===== config.mk =====
export PLATFORM = sky130hd
export DESIGN_NAME = rtf65002_ifetch8
export DESIGN_NICKNAME = d
export VERILOG_FILES = /design/src/rtl/rtf65002_ifetch8.sv
export SDC_FILE = /design/constraint.sdc
export NUM_CORES = 1
export LEC_CHECK = 0
export BUFFER_PORTS_ARGS = -buffer_cell sky130_fd_sc_hd__buf_4
export CAP_MARGIN = 20
export CORE_MARGIN = 4
export CORE_UTILIZATION = 50
export DETAILED_ROUTE_END_ITERATION = 10
export PLACE_DENSITY = 0.75
export SLEW_MARGIN = 20
export SYNTH_ARGS = -nofsm -noshare
export SYNTH_HDL_FRONTEND = slang
export SYNTH_SLANG_ARGS = --single-unit
export TNS_END_PERCENT = 100

===== constraint.sdc =====
create_clock -name clk_i -period 4.65 [get_ports clk_i]
set_input_delay 1.1625 -clock clk_i [delete_from_list [all_inputs] [get_ports clk_i]]
set_output_delay 1.1625 -clock clk_i [all_outputs]
set_load 0.01 [all_outputs]

===== src/rtl/rtf65002_ifetch8.sv =====
// Byte-queue instruction fetch sequencer for 8-bit emulation mode: fills a circular byte
// queue from aligned 32-bit bus reads and presents one complete instruction per handshake.
module rtf65002_ifetch8 #(
  parameter int          QDEPTH = 8,
  parameter logic [31:0] RST_PC = 32'h0000F000
) (
  input  logic        clk_i,
  input  logic        rst_i,
  output logic        cyc_o,
  output logic [31:0] adr_o,
  input  logic        ack_i,
  input  logic [31:0] dat_i,
  input  logic [2:0]  ilen_i,
  output logic        valid_o,
  input  logic        ready_i,
  output logic [31:0] ins_o,
  output logic [31:0] pc_o,
  input  logic        jmp_i,
  input  logic [31:0] jadr_i
);

  localparam int PW = $clog2(QDEPTH);
  localparam int CW = PW + 1;
  localparam logic [CW-1:0] QD = CW'(QDEPTH);
  localparam logic [CW-1:0] WORD_BYTES = CW'(4);

  typedef enum logic [1:0] {IDLE, FETCH, DRAIN} state_e;

  state_e         state_q, state_d;
  logic           cyc_q, cyc_d;
  logic [31:0]    adr_q, adr_d;
  logic [31:0]    pc_q, pc_d;
  logic [CW-1:0]  count_q, count_d;
  logic [PW-1:0]  rd_q, rd_d;
  logic [PW-1:0]  wr_q, wr_d;
  logic [1:0]     skip_q, skip_d;
  logic [7:0]     mem_q [QDEPTH];

  logic           wr_en;
  logic           take;
  logic [2:0]     len;
  logic [CW-1:0]  fill;

  // NOTE: every signal written here gets a default first, so no path can leave one
  // unassigned and infer a latch; comb logic uses blocking '=', flops use '<=' only.
  always_comb begin
    len     = (ilen_i == 3'd0) ? 3'd1 : ilen_i;
    valid_o = (count_q >= CW'(len)) && (state_q != DRAIN);
    take    = valid_o && ready_i;
    fill    = CW'(3'd4 - {1'b0, skip_q});

    state_d = state_q;
    adr_d   = adr_q;
    pc_d    = pc_q;
    count_d = count_q;
    rd_d    = rd_q;
    wr_d    = wr_q;
    skip_d  = skip_q;
    wr_en   = 1'b0;

    if (take) begin
      rd_d    = rd_q + PW'(len);
      count_d = count_q - CW'(len);
      pc_d    = pc_q + 32'(len);
    end

    if (jmp_i) begin
      // Flush overrides any same-cycle consume or returned data.
      count_d = '0;
      rd_d    = '0;
      wr_d    = '0;
      pc_d    = jadr_i;
      adr_d   = {jadr_i[31:2], 2'b00};
      skip_d  = jadr_i[1:0];
      state_d = (state_q == IDLE || ack_i) ? IDLE : DRAIN;
    end else begin
      unique case (state_q)
        IDLE: begin
          if (QD - count_q >= WORD_BYTES) state_d = FETCH;
        end
        FETCH: begin
          if (ack_i) begin
            wr_en   = 1'b1;
            wr_d    = wr_q + PW'(fill);
            count_d = count_d + fill;
            skip_d  = 2'b00;
            adr_d   = adr_q + 32'd4;
            state_d = (QD - count_d >= WORD_BYTES) ? FETCH : IDLE;
          end
        end
        DRAIN: begin
          if (ack_i) state_d = IDLE;
        end
        default: state_d = IDLE;
      endcase
    end

    cyc_d = (state_d != IDLE);
  end

  always_ff @(posedge clk_i) begin
    if (rst_i) begin
      state_q <= IDLE;
      cyc_q   <= 1'b0;
      adr_q   <= {RST_PC[31:2], 2'b00};
      pc_q    <= RST_PC;
      count_q <= '0;
      rd_q    <= '0;
      wr_q    <= '0;
      skip_q  <= RST_PC[1:0];
    end else begin
      state_q <= state_d;
      cyc_q   <= cyc_d;
      adr_q   <= adr_d;
      pc_q    <= pc_d;
      count_q <= count_d;
      rd_q    <= rd_d;
      wr_q    <= wr_d;
      skip_q  <= skip_d;
    end
  end

  // NOTE: queue storage is not reset; count/pointers alone decide which bytes are live.
  always_ff @(posedge clk_i) begin
    if (wr_en) begin
      for (int k = 0; k < 4; k++) begin
        if (2'(k) >= skip_q)
          mem_q[wr_q + PW'(k) - PW'(skip_q)] <= dat_i[8*k +: 8];
      end
    end
  end

  always_comb begin
    for (int k = 0; k < 4; k++)
      ins_o[8*k +: 8] = mem_q[rd_q + PW'(k)];
  end

  assign cyc_o = cyc_q;
  assign adr_o = adr_q;
  assign pc_o  = pc_q;

endmodule


**Yosys cells after proc, flatten, opt, wreduce, memory -nomap -nowiden**

Memory sizes are Yosys's and may differ from the RTL's. A register that Yosys moved wholly into a read port is not among the register bits.
Index checks and enable logic that the tools add are counted.

- Bits in registers: 79
- Memory bits (writable): 64
- Word-level logic and storage cells: 87
- Output and inout bits: 98
- Memories kept: 1

- Add/subtract/negate cells: 19
- Order comparisons: 7
- Reductions and logical operators: 12
- Equality and inequality tests: 3
- Muxes and demuxes: 36

Memory list:

| memory | words | bits a word | rd ports | clocked after memory_dff | write ports | RTL line | text |
|---|---|---|---|---|---|---|---|
| mem_q | 8 | 8 | 4 | 1 | 4 | 37 | `logic [7:0] mem_q [QDEPTH];` |

Operators by type and width:

| cell | number |
|---|---|
| $mux 32 | 5 |
| $add 32x3->32 | 1 |
| $add 32x3->32 const B | 1 |
| $mux 1 | 16 |
| $mux 2 | 8 |
| $add 3x2->3 const B | 4 |
| $mux 4 | 3 |
| $sub 3x2->3 | 4 |
| $mux 3 | 3 |
| $ge 4x3->1 const B | 2 |
| $reduce_bool 2->1 | 4 |
| $sub 4x4->4 const A | 2 |
| $add 3x1->3 const B | 2 |
| $add 3x3->3 | 2 |
| $pmux 2 s3 | 1 |
| $add 4x4->4 | 1 |
| $ge 1x2->1 const A | 2 |
| $ge 2x2->1 const A | 2 |
| $ge 4x3->1 | 1 |
| $reduce_and 2->1 | 2 |
| $sub 3x2->4 const A | 1 |
| $sub 4x3->4 | 1 |
| $logic_not 3->1 | 1 |
| $eq 2x1->1 const B | 1 |
| 6 further kinds | 7 |

**Longest topological paths before layout**

- Depth in word-level cells: 14
- Depth in mapped cells: 16
- Gate-level depth less buffers: 15

**Worst setup path after synthesis**

OpenSTA, ideal clock, no wires.

- Kind: input to register
- Start point: input port ilen_i[1]
- End point: register cyc_q, in the netlist cyc_o
- Path buffers: 1
- Setup slack: -0.250 ns
- Arrival time: 4.774 ns
- Stages: 16
- Cells stage by stage: o21bai_1 -> ha_1 -> inv_1 -> fa_1 -> a211o_1 -> o211ai_4 -> clkbuf_1 -> mux2i_1 -> ha_1 -> inv_1 -> fa_1 -> nor2b_1 -> o311ai_0 -> nand3_1 -> a211oi_1 -> o21ai_0

- Word-level cells in the longest chain between the ends: 14

RTL lines:

| element | RTL line | text |
|---|---|---|
| start, declared | 13 | `input logic [2:0] ilen_i,` |
| $logic_not 3->1 | 47 | `len = (ilen_i == 3'd0) ? 3'd1 : ilen_i;` |
| $mux 3 (*) | 47 |  |
| $ge 4x3->1 | 48 | `valid_o = (count_q >= CW'(len)) && (state_q != DRAIN);` |
| $logic_and 1x1->1 | 48 |  |
| $logic_and 1x1->1 | 49 | `take = valid_o && ready_i;` |
| $mux 4 (*) | 61 | `if (take) begin` |
| $add 4x4->4 (*) | 85 | `count_d = count_d + fill;` |
| $sub 4x4->4 (*) | 88 | `state_d = (QD - count_d >= WORD_BYTES) ? FETCH : IDLE;` |
| $ge 4x3->1 (*) | 88 |  |
| $mux 1 (*) | 88 |  |
| $mux 2 (*) | 82 | `if (ack_i) begin` |
| $pmux 2 s3 (*) | 77 | `unique case (state_q)` |
| $mux 2 (*) | 67 | `if (jmp_i) begin` |
| $reduce_bool 2->1 (*) | 98 | `cyc_d = (state_d != IDLE);` |
| end signal, assigned | 113 | `cyc_q <= cyc_d;` |
| end, declared | 30 | `logic cyc_q, cyc_d;` |

Mark *: on every way between the ends. The rest lies on a longest branch, timed or not.
A chain may end at the register's enable or synchronous reset.

**Worst setup path after layout**

Same ends and word-level chain as after synthesis.

==> impl_metrics.json <==
{
  "holdPathEnd": "wr_q[1]",
  "ctsHoldBuffers": 0,
  "gr-total-overflow": 0,
  "maxSlewViolCount": 0,
  "net-switching-power_mw": 1.21,
  "seqPwrFrac_pct": 40.1,
  "timing.slew.headroom_pct": 34.7,
  "ys.flop_type": "dfxtp_1",
  "yosys.cell_count.top_type": "dfxtp_1",
  "synth_area_leaders": "edfxtp_1 18%, dfxtp_1 15%, mux4_2 10%",
  "intPower_mw": 2.62,
  "rr_startpoint": "count_q[0]",
  "postLayoutCellArea_um2": 12700,
  "htree_levels": 4,
  "worstHoldPathType": "reg -> reg",
  "r2r_end": "cyc_o",
  "antenna_found_initial": 0,
  "wl_um": 33000,
  "via_per_inst": 6.32,
  "yosysUniqueCellTypes": 74,
  "wl_per_cell_um": 22.2,
  "cts_root_buf": "clkbuf_16",
  "outcome": "finished, final reports clean",
  "r2r_cells": 15,
  "critPathKind": "in -> reg",
  "cts.repair.resized": 0,
  "p_comb_share_pct": 26.3,
  "dpl_cell_area_um2": 12100,
  "syn_area_per_cell_um2": 9.95,
  "dr.first_iter.drc_count": 1006,
  "numPortBuffers": 167,
  "synth_top_area_cell": "edfxtp_1",
  "die_area_um2": 23600,
  "clock-sinks": 144,
  "power.density_nw_per_um2": 303,
  "die_h_um": 154,
  "clk_pin_slew_worst_paths_ps": 60,
  "power_leakage_nw": 4.69,
  "cts_tree": "done",
  "regToRegSetupSlack_ps": 920,
  "place_inst": 1452,
  "rsz0062_at_grt": "no",
  "cp.arrival_ps": 4730,
  "yosys_warnings": 0,
  "grt_pass1_wl_um": 50800,
  "antennaDiodeCount": 0,
  "cap_violations": 0,
  "hold_viol_final": 0,
  "ios": 170,
  "critPathRequiredTime_ps": 4950,
  "drc_errors": 0,
  "fin_cells": 1484,
  "worstMarginPinSlew_ps": 976,
  "cts_made_buffers": 17,
  "endpoint_kind": "flip-flop",
  "synth_common_cells": "80 x dfxtp_1, 66 x mux2i_1, 64 x edfxtp_1, 59 x o21ai_0, 57 x a22oi_1",
  "nNetsFinal": 1298,
  "hold_start": "wr_q[1]",
  "post_cts_buffers": 0,
  "drt_first_pass_iters": 5,
  "ys_seq_area_share_pct": 33.2,
  "clk_latency_ps": 420,
  "vias": 9384,
  "syn2layout_area_growth_pct": 19.3,
  "finalSetupViolCount": 0,
  "initial_core_util_pct": 50.6,
  "start_kind": "input pin",
  "row_count": 53,
  "ys_seq_elements": 144,
  "synth_top_area_share_pct": 18.1,
  "hpwlAfterDp_um": 24500,
  "async_flop_share_pct": 0,
  "clockPowerShare_pct": 33.6,
  "fp.dieW_um": 154,
  "crit_fanout": 3,
  "grt_usage_pct": 27.2,
  "clk_path_buf_depth": 2,
  "fin_skew_ps": 10.8,
  "period_minus_slack_ps": 4430,
  "ant_nets": 0,
  "place.gp.congestion": 0.989,
  "max_freq_mhz": 226,
  "drive_gt1_share_pct": 29.8,
  "grt_start_max_net_pins": 59,
  "synth_edf_count": 64,
  "netlist_area_um2": 10600,
  "hold_depth": 2,
  "ir_worst_vdd_mv": 0.261,
  "p_sw_share_pct": 31.6,
  "syn_inst": 1066,
  "finalCritPeriodShare_pct": 95.2,
  "first_global_vias": 8887,
  "coreArea_um2": 21000
}
-- per-layer routing --
metal / part of all wire [%] / track usage [%] / wire, um
met1: 43 / 39.7 / 14200
met2: 45 / 41.2 / 14700
met3: 10 / 6.16 / 3340
met4: 2.3 / 6.73 / 765
met5: 0 / 0 / 0
-- final cells by class --
type	count	area [um2]
clock buffers	20	458
clock inverters	12	101
fillers	1768	8290
inverters	56	210
multi-input cells	774	6500
flip-flops and latches	144	3530
well taps	275	344
repair buffers	203	1520
-- worst max-delay path by stage --
stage          startpoint     to  slack [ps]  cells after the start
6_report        ilen_i[1]  cyc_o         220                     16
2_1_floorplan   ilen_i[1]  cyc_o          10                     16
5_1_grt         ilen_i[1]  cyc_o          30                     16
3_3_place_gp    ilen_i[1]  cyc_o         -20                     16
3_5_place_dp    ilen_i[1]  cyc_o        -150                     16
4_1_cts         ilen_i[1]  cyc_o         280                     16
-- cell families (layout without fill, tap and decap cells) --
logic type	Yosys count	count (layout)	share of synthesized area, %
AOI/OAI and AO/OA	278	278	17.6
and+or+nand+nor	249	249	13.3
muxes	165	165	21.9
buffers and inverters	149	291	5.64
DFF	144	144	33.2
xor gates and xnor gates	50	50	4.34
adders and majority gates	30	30	3.96
other	1	2	0.0353
-- layout by cell type (no fill, tap or decap), types with 4 or more instances in the layout --
cell | synthesis | layout
o21ai_0 | 59 | 59
and2_1 | 6 | 6
or3_1 | 7 | 7
buf_4 | 3 | 203
xor2_1 | 24 | 24
clkinv_4 | 0 | 5
dfxtp_1 | 80 | 78
a22oi_1 | 57 | 57
and3_1 | 12 | 12
nand3_1 | 26 | 26
o31a_1 | 25 | 25
nor3_1 | 35 | 35
nor2b_1 | 6 | 6
or2_0 | 4 | 4
a21oi_1 | 50 | 50
o22ai_1 | 4 | 4
edfxtp_1 | 64 | 64
nand2b_1 | 6 | 6
inv_6 | 0 | 4
nand4_1 | 22 | 22
a211oi_1 | 10 | 9
or2_2 | 4 | 4
nor3_2 | 6 | 6
mux4_2 | 48 | 48
a21boi_0 | 20 | 20
clkbuf_16 | 0 | 18
inv_1 | 55 | 55
nand2_1 | 41 | 41
o211ai_1 | 4 | 4
and4_1 | 4 | 4
mux2_2 | 49 | 49
ha_1 | 24 | 24
mux2i_1 | 66 | 66
o21a_1 | 23 | 23
nor4_1 | 13 | 13
nor2_1 | 33 | 33
fa_1 | 6 | 6
xnor2_1 | 23 | 23
a22o_1 | 5 | 5
-- flip-flops by register name (all words and copies together), names as in the netlist, named ones only --
register and flops:
mem_q 64, pc_o 32, adr_o 30, count_q 4
rd_q 3, wr_q 3, skip_q 2, state_q 2
cyc_o 1
-- power by group through the flow --
stage | Clock [mW] | Sequential, mW | Combinational [mW]
2_1_floorplan | 0 | 1.53 | 0.624
4_1_cts | 1.30 | 1.53 | 0.999
3_3_place_gp | 0 | 1.56 | 0.974
5_1_grt | 1.36 | 1.55 | 1.09
3_5_place_dp | 0 | 1.56 | 0.991
6_report | 1.29 | 1.54 | 1.01
-- critical path: stages --
cell and delay [ps]:
buf_4 110, o21bai_1 210, ha_1 210, inv_1 60, fa_1 390, a211o_1 360
o211ai_4 190, mux2i_1 280, ha_1 220, inv_1 60, fa_1 440, nor2b_1 170
o311ai_1 350, nand3_1 140, a211oi_2 270, o21ai_0 100
-- stage by stage --
| step | power (mW) | hold WS (ps) | utilization [%] | setup TNS, ps | setup slack, ps |
|---|---|---|---|---|---|
| floorplan | 2.16 | 490 | - | 0 | 10.6 |
| global placement | 2.53 | 515 | 57.8 | -21.3 | -21.3 |
| detailed placement | 2.55 | 535 | 57.8 | -246 | -149 |
| CTS | 3.83 | 545 | 60.4 | 0 | 281 |
| global route | 4.00 | 577 | 60.4 | 0 | 26.7 |
| finish | 3.84 | 550 | 60.4 | 0 | 224 |
Note: power is estimated with default switching activity, not from simulation.
